$ cat src/rtl/bcd_seg_scan.sv
// 3-digit common-anode 7-segment scanner with per-frame snapshot, ghost blanking and sticky overflow.
// Latency: an/seg/dp are registered, one cycle behind the scan state. No backpressure; enable=0 freezes the scan.
// Optional leading-zero blanking of hundreds/tens is built when BCD_SEG_LZB_EN is defined.
module bcd_seg_scan #(
    parameter int SCAN_DIV  = 50000,
    parameter int BLANK_CYC = 500
) (
    input  logic       clk,
    input  logic       reset,
    input  logic       enable,
    input  logic       ovf_clr,
    input  logic       ceo,
    input  logic [3:0] Q2,
    input  logic [3:0] Q1,
    input  logic [3:0] Q0,
    output logic [2:0] an,
    output logic [6:0] seg,
    output logic       dp,
    output logic       ovf
);

    localparam int CW = (SCAN_DIV > 2) ? $clog2(SCAN_DIV) : 1;
    localparam logic [CW-1:0] CNT_LAST  = CW'(SCAN_DIV - 1);
    localparam logic [CW-1:0] BLANK_LIM = CW'(BLANK_CYC);

    logic [CW-1:0] cnt_q, cnt_d;
    logic [1:0]    idx_q, idx_d;
    logic [11:0]   shadow_q, shadow_d;
    logic [2:0]    an_q, an_d;
    logic [6:0]    seg_q, seg_d;
    logic          dp_q, dp_d;
    logic          ovf_q, ovf_d;
    logic [3:0]    digit;
    logic          blank;

    function automatic logic [6:0] seg7(input logic [3:0] d);
        logic [6:0] s;
        case (d)
            4'd0:    s = 7'h40;
            4'd1:    s = 7'h79;
            4'd2:    s = 7'h24;
            4'd3:    s = 7'h30;
            4'd4:    s = 7'h19;
            4'd5:    s = 7'h12;
            4'd6:    s = 7'h02;
            4'd7:    s = 7'h78;
            4'd8:    s = 7'h00;
            4'd9:    s = 7'h10;
            default: s = 7'h3F;
        endcase
        return s;
    endfunction

    always_comb begin
        cnt_d    = cnt_q;
        idx_d    = idx_q;
        shadow_d = shadow_q;
        if (enable) begin
            if (cnt_q == CNT_LAST) begin
                cnt_d = '0;
                idx_d = (idx_q >= 2'd2) ? 2'd0 : idx_q + 2'd1;
            end else begin
                cnt_d = cnt_q + CW'(1);
            end
            // Frame start: latch all digits together so a frame never mixes old and new values.
            if (cnt_q == '0 && idx_q == 2'd0)
                shadow_d = {Q2, Q1, Q0};
        end

        case (idx_q)
            2'd0:    digit = shadow_d[3:0];
            2'd1:    digit = shadow_d[7:4];
            default: digit = shadow_d[11:8];
        endcase

`ifdef BCD_SEG_LZB_EN
        blank = (idx_q == 2'd2 && shadow_d[11:8] == 4'd0) ||
                (idx_q == 2'd1 && shadow_d[11:8] == 4'd0 && shadow_d[7:4] == 4'd0);
`else
        blank = 1'b0;
`endif

        if (!enable || cnt_q < BLANK_LIM)
            an_d = 3'b111;
        else
            an_d = ~(3'b001 << idx_q);

        seg_d = (blank || idx_q == 2'd3) ? 7'h7F : seg7(digit);
        dp_d  = !(idx_q == 2'd2 && ovf_q);

        if (ceo)
            ovf_d = 1'b1;
        else if (ovf_clr)
            ovf_d = 1'b0;
        else
            ovf_d = ovf_q;
    end

    always_ff @(posedge clk or negedge reset) begin
        if (!reset) begin
            cnt_q    <= '0;
            idx_q    <= 2'd0;
            shadow_q <= '0;
            an_q     <= 3'b111;
            seg_q    <= 7'h7F;
            dp_q     <= 1'b1;
            ovf_q    <= 1'b0;
        end else begin
            cnt_q    <= cnt_d;
            idx_q    <= idx_d;
            shadow_q <= shadow_d;
            an_q     <= an_d;
            seg_q    <= seg_d;
            dp_q     <= dp_d;
            ovf_q    <= ovf_d;
        end
    end

    assign an  = an_q;
    assign seg = seg_q;
    assign dp  = dp_q;
    assign ovf = ovf_q;

endmodule

$ cat config.mk
export PLATFORM = sky130hd
export DESIGN_NAME = bcd_seg_scan
export DESIGN_NICKNAME = d
export VERILOG_FILES = /design/src/rtl/bcd_seg_scan.sv
export SDC_FILE = /design/constraint.sdc
export NUM_CORES = 1
export LEC_CHECK = 0
export CORE_MARGIN = 3
export CORE_UTILIZATION = 35
export DETAILED_ROUTE_END_ITERATION = 16
export RECOVER_POWER = 50
export SLEW_MARGIN = 10
export SYNTH_ARGS = -nofsm -noshare
export SYNTH_HDL_FRONTEND = slang
export SYNTH_SLANG_ARGS = --single-unit
$ cat constraint.sdc
create_clock -name clk -period 4.9 [get_ports clk]
set_clock_uncertainty 0.15 [all_clocks]
set_input_delay 0.49 -clock clk [delete_from_list [all_inputs] [get_ports clk]]
set_output_delay 0.49 -clock clk [all_outputs]
set_load 0.02 [all_outputs]
==> qor.yml, run 1 <==
status: "finished, violations left"
violations: "max-capacitance violations, max-slew violations"
met3_usage: 0.0365
vias: 1636
ys_ff_latch: 42
clockPowerShare: 0.179
fmax_mhz: 314
drt_first_iter_violations: 127
crit_family: "buffers and inverters"
combPwrFrac: 0.381
syn2layout_area_growth_pct: 17.3
synthFlopType: "dfrtp_1"
start_kind: "input pin"
cts_hold_buf: 0
avgSynthCellArea_um2: 10.6
cp_common_cell: "a32oi_2"
sequentialPowerShare: 0.439
p_total_mw: 1.23
cp.arrival_ns: 3.25
rows: 28
initial_core_util: 0.370
crit_cells: 9
synth_commonest_cells: "31 x dfrtp_1, 23 x nand2_1, 16 x nor2_1"
grtUsageMet2: 0.210
hold-path-cell-count: 1
synth_fp_nets: 235
nFillCells: 599
path_class: "in2reg"
die_width_um: 85.8
path_cells: "dlygate4sd3_1 > and4bb_1 > and4b_1 > nand3_1 > a32oi_2 > inv_1 > ha_1 > mux2_4 > a32oi_2"
vdd_drop_max_mv: 0.227
ys_warn_count: 0
min_path_type: "reg2reg"
regArea_um2: 1060
power_switching_mw: 0.437
via_per_inst: 5.24
cts_tree: "built"
synth_area_um2: 2230
ant_nets: 0
fin_tns_setup_ns: 0
cp-end-kind: "flip-flop"
cts.repair.resized: 0
routedWlPerCell_um: 14.8
cts_inserted_buffers: 5
crit_fanout: 11
dp_hpwl_um: 3250
grt_max_degree: 43
met1_usage: 0.185
grt_pass1_wl_um: 7870
synth_most_common_cell: "dfrtp_1"
ys_seq_area_frac: 0.478
gp_congestion: 0.826
cts_num_sinks: 42
wirelength_um: 4620
synth_edf_count: 0
post_cts_buffers: 0
synth_cell_type_count: 49
ios: 29
p_leak_nw: 1.09
cp_slowest_cell: "dlygate4sd3_1"
finalSetupViolations: 0
fin_ws_ns: 1.71
antenna_found_initial: 0
switching_share: 0.356
path_buf_inv: 2
grt_pass1_vias: 1614
syn_inst: 210
nets: 261
dieArea_um2: 7360
busiest_layer: "met2"
coreArea_um2: 6030
cts_root_buffer: "clkbuf_8"
htreeDepth: 2
multi_input_area_um2: 1060
yosysTopAreaCellShare: 0.348
io_buffer_count: 28
yosysTopAreaCell: "dfrtp_1"
drcViolationCount: 0
maxSlewViolCount: 43
fin_crit_ns: 3.19
critPathMaxStageDelay_ns: 0.74
die_y_um: 85.8
clk_pin_slew_ns: 0.08
drt_first_pass_iters: 4
timing.max_slew.rel_slack: -0.482
diodes: 0
cellPowerDensity_nw_per_um2: 469
worst_pin_slew_ns: 2.22
clockBufferDepth: 2
ys_async_sr_fraction: 1.00
cp.required_ns: 4.97
finalCritPeriodShare: 0.650
clkLatencyLatePin_ns: 0.30
synth.area.top_cells: "dfrtp_1 35%, dfstp_2 13%, ha_1 4.5%, nand2_1 3.9%, mux2_2 3.0%"
reg2reg_depth: 8
place_ws_ns: 1.47
drive_gt1_frac: 0.148
internal_power_mw: 0.790
grt_usage: 0.135
hold_viol_final: 0
rsz0062_at_grt: "false"
maxCapViolations: 1
overflow: 0
==> sequential cells by signal (all words and copies together), names as in the netlist <==
signal / count
ovf: 1
idx_q: 2
shadow_q: 12
an: 3
dp: 1
cnt_q: 16
seg: 7
==> metal layers <==
metal,share of wire,routed length [µm]
met5,0,0
met4,0.014,63
met3,0.037,169
met2,0.46,2120
met1,0.49,2270
==> cell type report <==
cell class	instances	area share
tap	75	0.0359
inverter	10	0.0144
multi-input combinational	149	0.406
sequential	42	0.407
clock inverter	2	0.00383
clock buffer	6	0.0278
timing repair buffer	28	0.105
==> power groups by stage <==
stage               Clock, mW  Combinational (mW)  Sequential, mW
finish                  0.220               0.468           0.539
global route            0.238               0.519           0.552
CTS                     0.226               0.472           0.541
detailed placement          0               0.471           0.546
global placement            0               0.463           0.542
floorplan                   0               0.314           0.555
==> cells in the final DEF, fill, tap and decap left out, types with 2 or more instances in the layout <==
master and count:
a21o_1 2, a21oi_1 11, a22oi_1 2, a32o_1 2, a32oi_1 2, a32oi_2 2
clkbuf_1 2, clkbuf_8 5, clkdlybuf4s50_1 25, clkinv_2 2, dfrtp_1 31, dfstp_2 11
dlygate4sd3_1 2, ha_1 8, inv_1 10, mux2_2 6, mux2i_1 3, nand2_1 23
nand3_1 8, nand3b_1 3, nand4_1 6, nor2_1 16, nor2b_1 4, nor3_1 3
nor4_1 3, nor4_4 2, o21ai_0 10, or3_1 2, xnor2_1 7, xor2_1 4
==> cells by family (layout without fill, tap and decap cells) <==
logic type / after synthesis / in the layout / synth area share
AND/OR/NAND/NOR: 81 / 81 / 0.207
flip-flops: 42 / 42 / 0.478
AO/OA/AOI/OAI: 39 / 39 / 0.133
buffers and inverters: 19 / 46 / 0.0432
XOR/XNOR: 11 / 11 / 0.0432
multiplexers: 10 / 10 / 0.0505
adder cells (fa/ha/maj): 8 / 8 / 0.0449
==> stage by stage <==
| step | utilization | area (µm²) | hold WS (ns) | std cells |
|---|---|---|---|---|
| 2_1_floorplan | - | 2230 | 0.0444 | 210 |
| 3_3_place_gp | 0.421 | 2540 | 0.281 | 304 |
| 3_5_place_dp | 0.421 | 2540 | 0.291 | 304 |
| 4_1_cts | 0.435 | 2620 | 0.221 | 312 |
| 5_1_grt | 0.434 | 2610 | 0.342 | 312 |
| 6_report | 0.434 | 2610 | 0.302 | 312 |
==> worst paths after layout <==
check,from,endpoint,slack (ns)
setup / recovery,enable,seg[4]$_DFF_PN1_,1.71
setup reg to reg,idx_q[1]$_DFFE_PN0P_,seg[4]$_DFF_PN1_,1.82
min in group asynchronous,reset,cnt_q[4]$_DFFE_PN0P_,0.70
hold / removal,ovf$_DFFE_PN0P_,dp$_DFF_PN1_,0.30
max in group asynchronous,reset,shadow_q[11]$_DFF_PN0_,2.63
hold reg to reg,ovf$_DFFE_PN0P_,dp$_DFF_PN1_,0.30
Note: power is estimated with default switching activity, not from simulation.
==> run 2, diff against run 1 <==
Clock period 4.9 ns to 2.6 ns, I/O delays scaled along.
==> run 2 against run 1 <==
The run now ends clean. Sequential cell count unchanged. Clock-buffer cell count increased by 1. Sequential power increased by 81%. Register-to-register slack got worse by 1.7 ns. Global-route usage increased by 0.65 points. Non-clock buffer count increased by 19. Worst hold slack got worse by 0.010 ns. Die area unchanged. Power increased by 100%. Utilization increased by 2.7 points. Clock power increased by 100%. Cell count increased by 6.1%. Critical path type is now reg2reg.
==> qor.yml, run 2 (synthesis gave the netlist of run 1 again) <==
status: "completed"  # was finished, violations left
grt_pass1_vias: 1725  # was 1614
htreeDepth: 2  # unchanged
dr_wl_met3_um: 234  # was 169 µm
drive_gt1_frac: 0.227  # was 0.148
overflow: 0  # unchanged
finalCritPeriodShare: 0.941
rows: 28  # unchanged
switching_share: 0.343  # was 0.356
drt_first_iter_violations: 169  # was 127
rsz0062_at_grt: "false"  # unchanged
clkLatencyLatePin_ns: 0.30  # about the same
drt_first_pass_iters: 4  # unchanged
hp-start: "ovf$_DFFE_PN0P_"  # unchanged
coreArea_um2: 6030  # unchanged
dieArea_um2: 7360  # unchanged
final_cell_mix: "31 x dfrtp_1, 26 x clkdlybuf4s50_1, 23 x nand2_1"  # was 31 x dfrtp_1, 25 x clkdlybuf4s50_1, 23 x nand2_1
fin_tns_setup_ns: 0  # unchanged
min_path_type: "reg2reg"  # unchanged
final_common_cell: "dfrtp_1"  # unchanged
via_per_inst: 5.19  # was 5.24
p_leak_nw: 1.20  # was 1.09 nW
drcViolationCount: 0  # unchanged
hold_viol_final: 0  # unchanged
grt_pass1_wl_um: 8240  # was 7870 µm
nets: 280  # was 261
hold-path-cell-count: 1  # unchanged
top_layer_used: "met4"  # unchanged
p_total_mw: 2.45  # was 1.23 mW
fin_crit_ns: 2.45
fmax_mhz: 409
vdd_drop_max_mv: 0.427  # was 0.227 mV
cp.required_ns: 2.67  # was 4.97 ns
sequentialPowerShare: 0.397  # was 0.439
grt_max_degree: 43  # unchanged
grt_usage: 0.141  # was 0.135
clockBufferDepth: 2  # unchanged
die_y_um: 85.8  # unchanged
r2r-end: "seg[4]$_DFF_PN1_"  # unchanged
die_width_um: 85.8  # unchanged
initial_core_util: 0.370  # unchanged
power_switching_mw: 0.840  # was 0.437 mW
gp_congestion: 0.774  # was 0.826
met1_length_um: 2280  # was 2270 µm
worst_pin_slew_ns: 1.04  # was 2.22 ns
combPwrFrac: 0.423  # was 0.381
maxSlewViolCount: 0  # was 43
ant_nets: 0  # unchanged
antenna_found_initial: 0  # unchanged
timing.rr.start: "cnt_q[4]$_DFFE_PN0P_"  # was idx_q[1]$_DFFE_PN0P_
cp-end-kind: "flip-flop"  # unchanged
cellPowerDensity_nw_per_um2: 883  # was 469 nW/µm²
internal_power_mw: 1.61  # was 0.790 mW
cts_num_sinks: 42  # unchanged
routedWlPerCell_um: 14.1  # was 14.8 µm
io_buffer_count: 28  # unchanged
cts_root_buffer: "clkbuf_8"  # unchanged
reg2reg_depth: 8  # unchanged
syn2layout_area_growth_pct: 24.7  # was 17.3%
clk_pin_slew_ns: 0.08  # about the same
path_class: "reg2reg"  # was in2reg
ios: 29  # unchanged
finalSetupViolations: 0  # unchanged
cts_tree: "built"  # unchanged
rrSetupSlack_ns: 0.15  # was 1.82 ns
crit_fanout: 4  # was 11
largest_reg_flops: 16  # unchanged
maxCapViolations: 0  # was 1
wl_met2_um: 2100  # was 2120 µm
cp.arrival_ns: 2.52  # was 3.25 ns
holdPathEnd: "dp$_DFF_PN1_"  # unchanged
start_kind: "flip-flop"  # was input pin
clockPowerShare: 0.180  # was 0.179
diodes: 0  # unchanged
regMostFlops: "cnt_q"  # unchanged
cts_inserted_buffers: 5  # unchanged
dp_hpwl_um: 3270  # was 3250 µm
vias: 1718  # was 1636
timing.max_slew.rel_slack: 0.305  # was -0.482
wirelength_um: 4670  # was 4620 µm
==> run 2: worst max path at each step <==
stage                          from          endpoint  depth (start not counted)
2_1_floorplan  cnt_q[0]$_DFFE_PN0P_  seg[4]$_DFF_PN1_                         10
3_3_place_gp                 enable  seg[4]$_DFF_PN1_                          9
3_5_place_dp                 enable  seg[4]$_DFF_PN1_                          9
4_1_cts        cnt_q[1]$_DFFE_PN0P_  seg[4]$_DFF_PN1_                         10
5_1_grt        cnt_q[0]$_DFFE_PN0P_  seg[4]$_DFF_PN1_                         10
6_report       cnt_q[4]$_DFFE_PN0P_  seg[4]$_DFF_PN1_                          8
==> run 2: worst max-delay path, stage by stage (launching register included) <==
cell,delay (ns)
dfrtp_1,0.39
nor4_1,0.42
and4b_2,0.36
nand3_2,0.10
a32oi_2,0.25
inv_1,0.09
ha_1,0.21
mux2_4,0.26
a32oi_2,0.16
==> run 2: metrics by stage <==
step / setup WS [ns] / instance area (µm²) / hold slack, ns / utilization / std cells
floorplan: 0.0563 / 2230 / -0.186 / - / 210
global placement: 0.0643 / 2670 / 0.281 / 0.442 / 321
detailed placement: 0.0218 / 2670 / 0.287 / 0.442 / 321
CTS: 0.0849 / 2770 / 0.305 / 0.459 / 330
global route: 0.0110 / 2780 / 0.326 / 0.461 / 331
finish: 0.152 / 2780 / 0.293 / 0.461 / 331
==> run 2: cell type report <==
| type | instances | area (µm²) |
|---|---|---|
| Sequential cell | 42 | 1060 |
| Timing Repair Buffer | 47 | 417 |
| Clock buffer | 7 | 86.3 |
| Fill cell | 572 | 3250 |
| Inverter | 10 | 37.5 |
| Clock inverter | 1 | 5.00 |
| Tap cell | 75 | 93.8 |
| Multi-Input combinational cell | 149 | 1070 |
==> run 2: routing by layer <==
metal,vias up,global-route usage
met3,5,0.0346
li1,832,-
met5,-,0
met4,0,0.0388
met2,48,0.215
met1,833,0.201
==> run 2: repair_timing <==
action | CTS | global route
gates resized for setup | 0 | 4
setup endpoints to repair | 0 | 4
setup buffers | 0 | 1
hold buffers | 1 | 0
endpoints found under the hold margin | 1 | 0
==> run 2: power groups by stage <==
stage,Combinational [mW],Sequential [mW],Clock (mW)
after floorplan,0.593,1.05,0
after global placement,1.01,0.987,0
after detailed placement,1.02,0.992,0
after CTS,1.03,0.980,0.453
after global routing,1.15,1.00,0.483
final,1.04,0.973,0.442
==> run 3, diff against run 2 <==
Settings changed: CTS_CLUSTER_SIZE set to 30, SLEW_MARGIN 10 to 30.
==> results of run 3 <==
Final layout, timing and power as in run 2 (identical DEF).
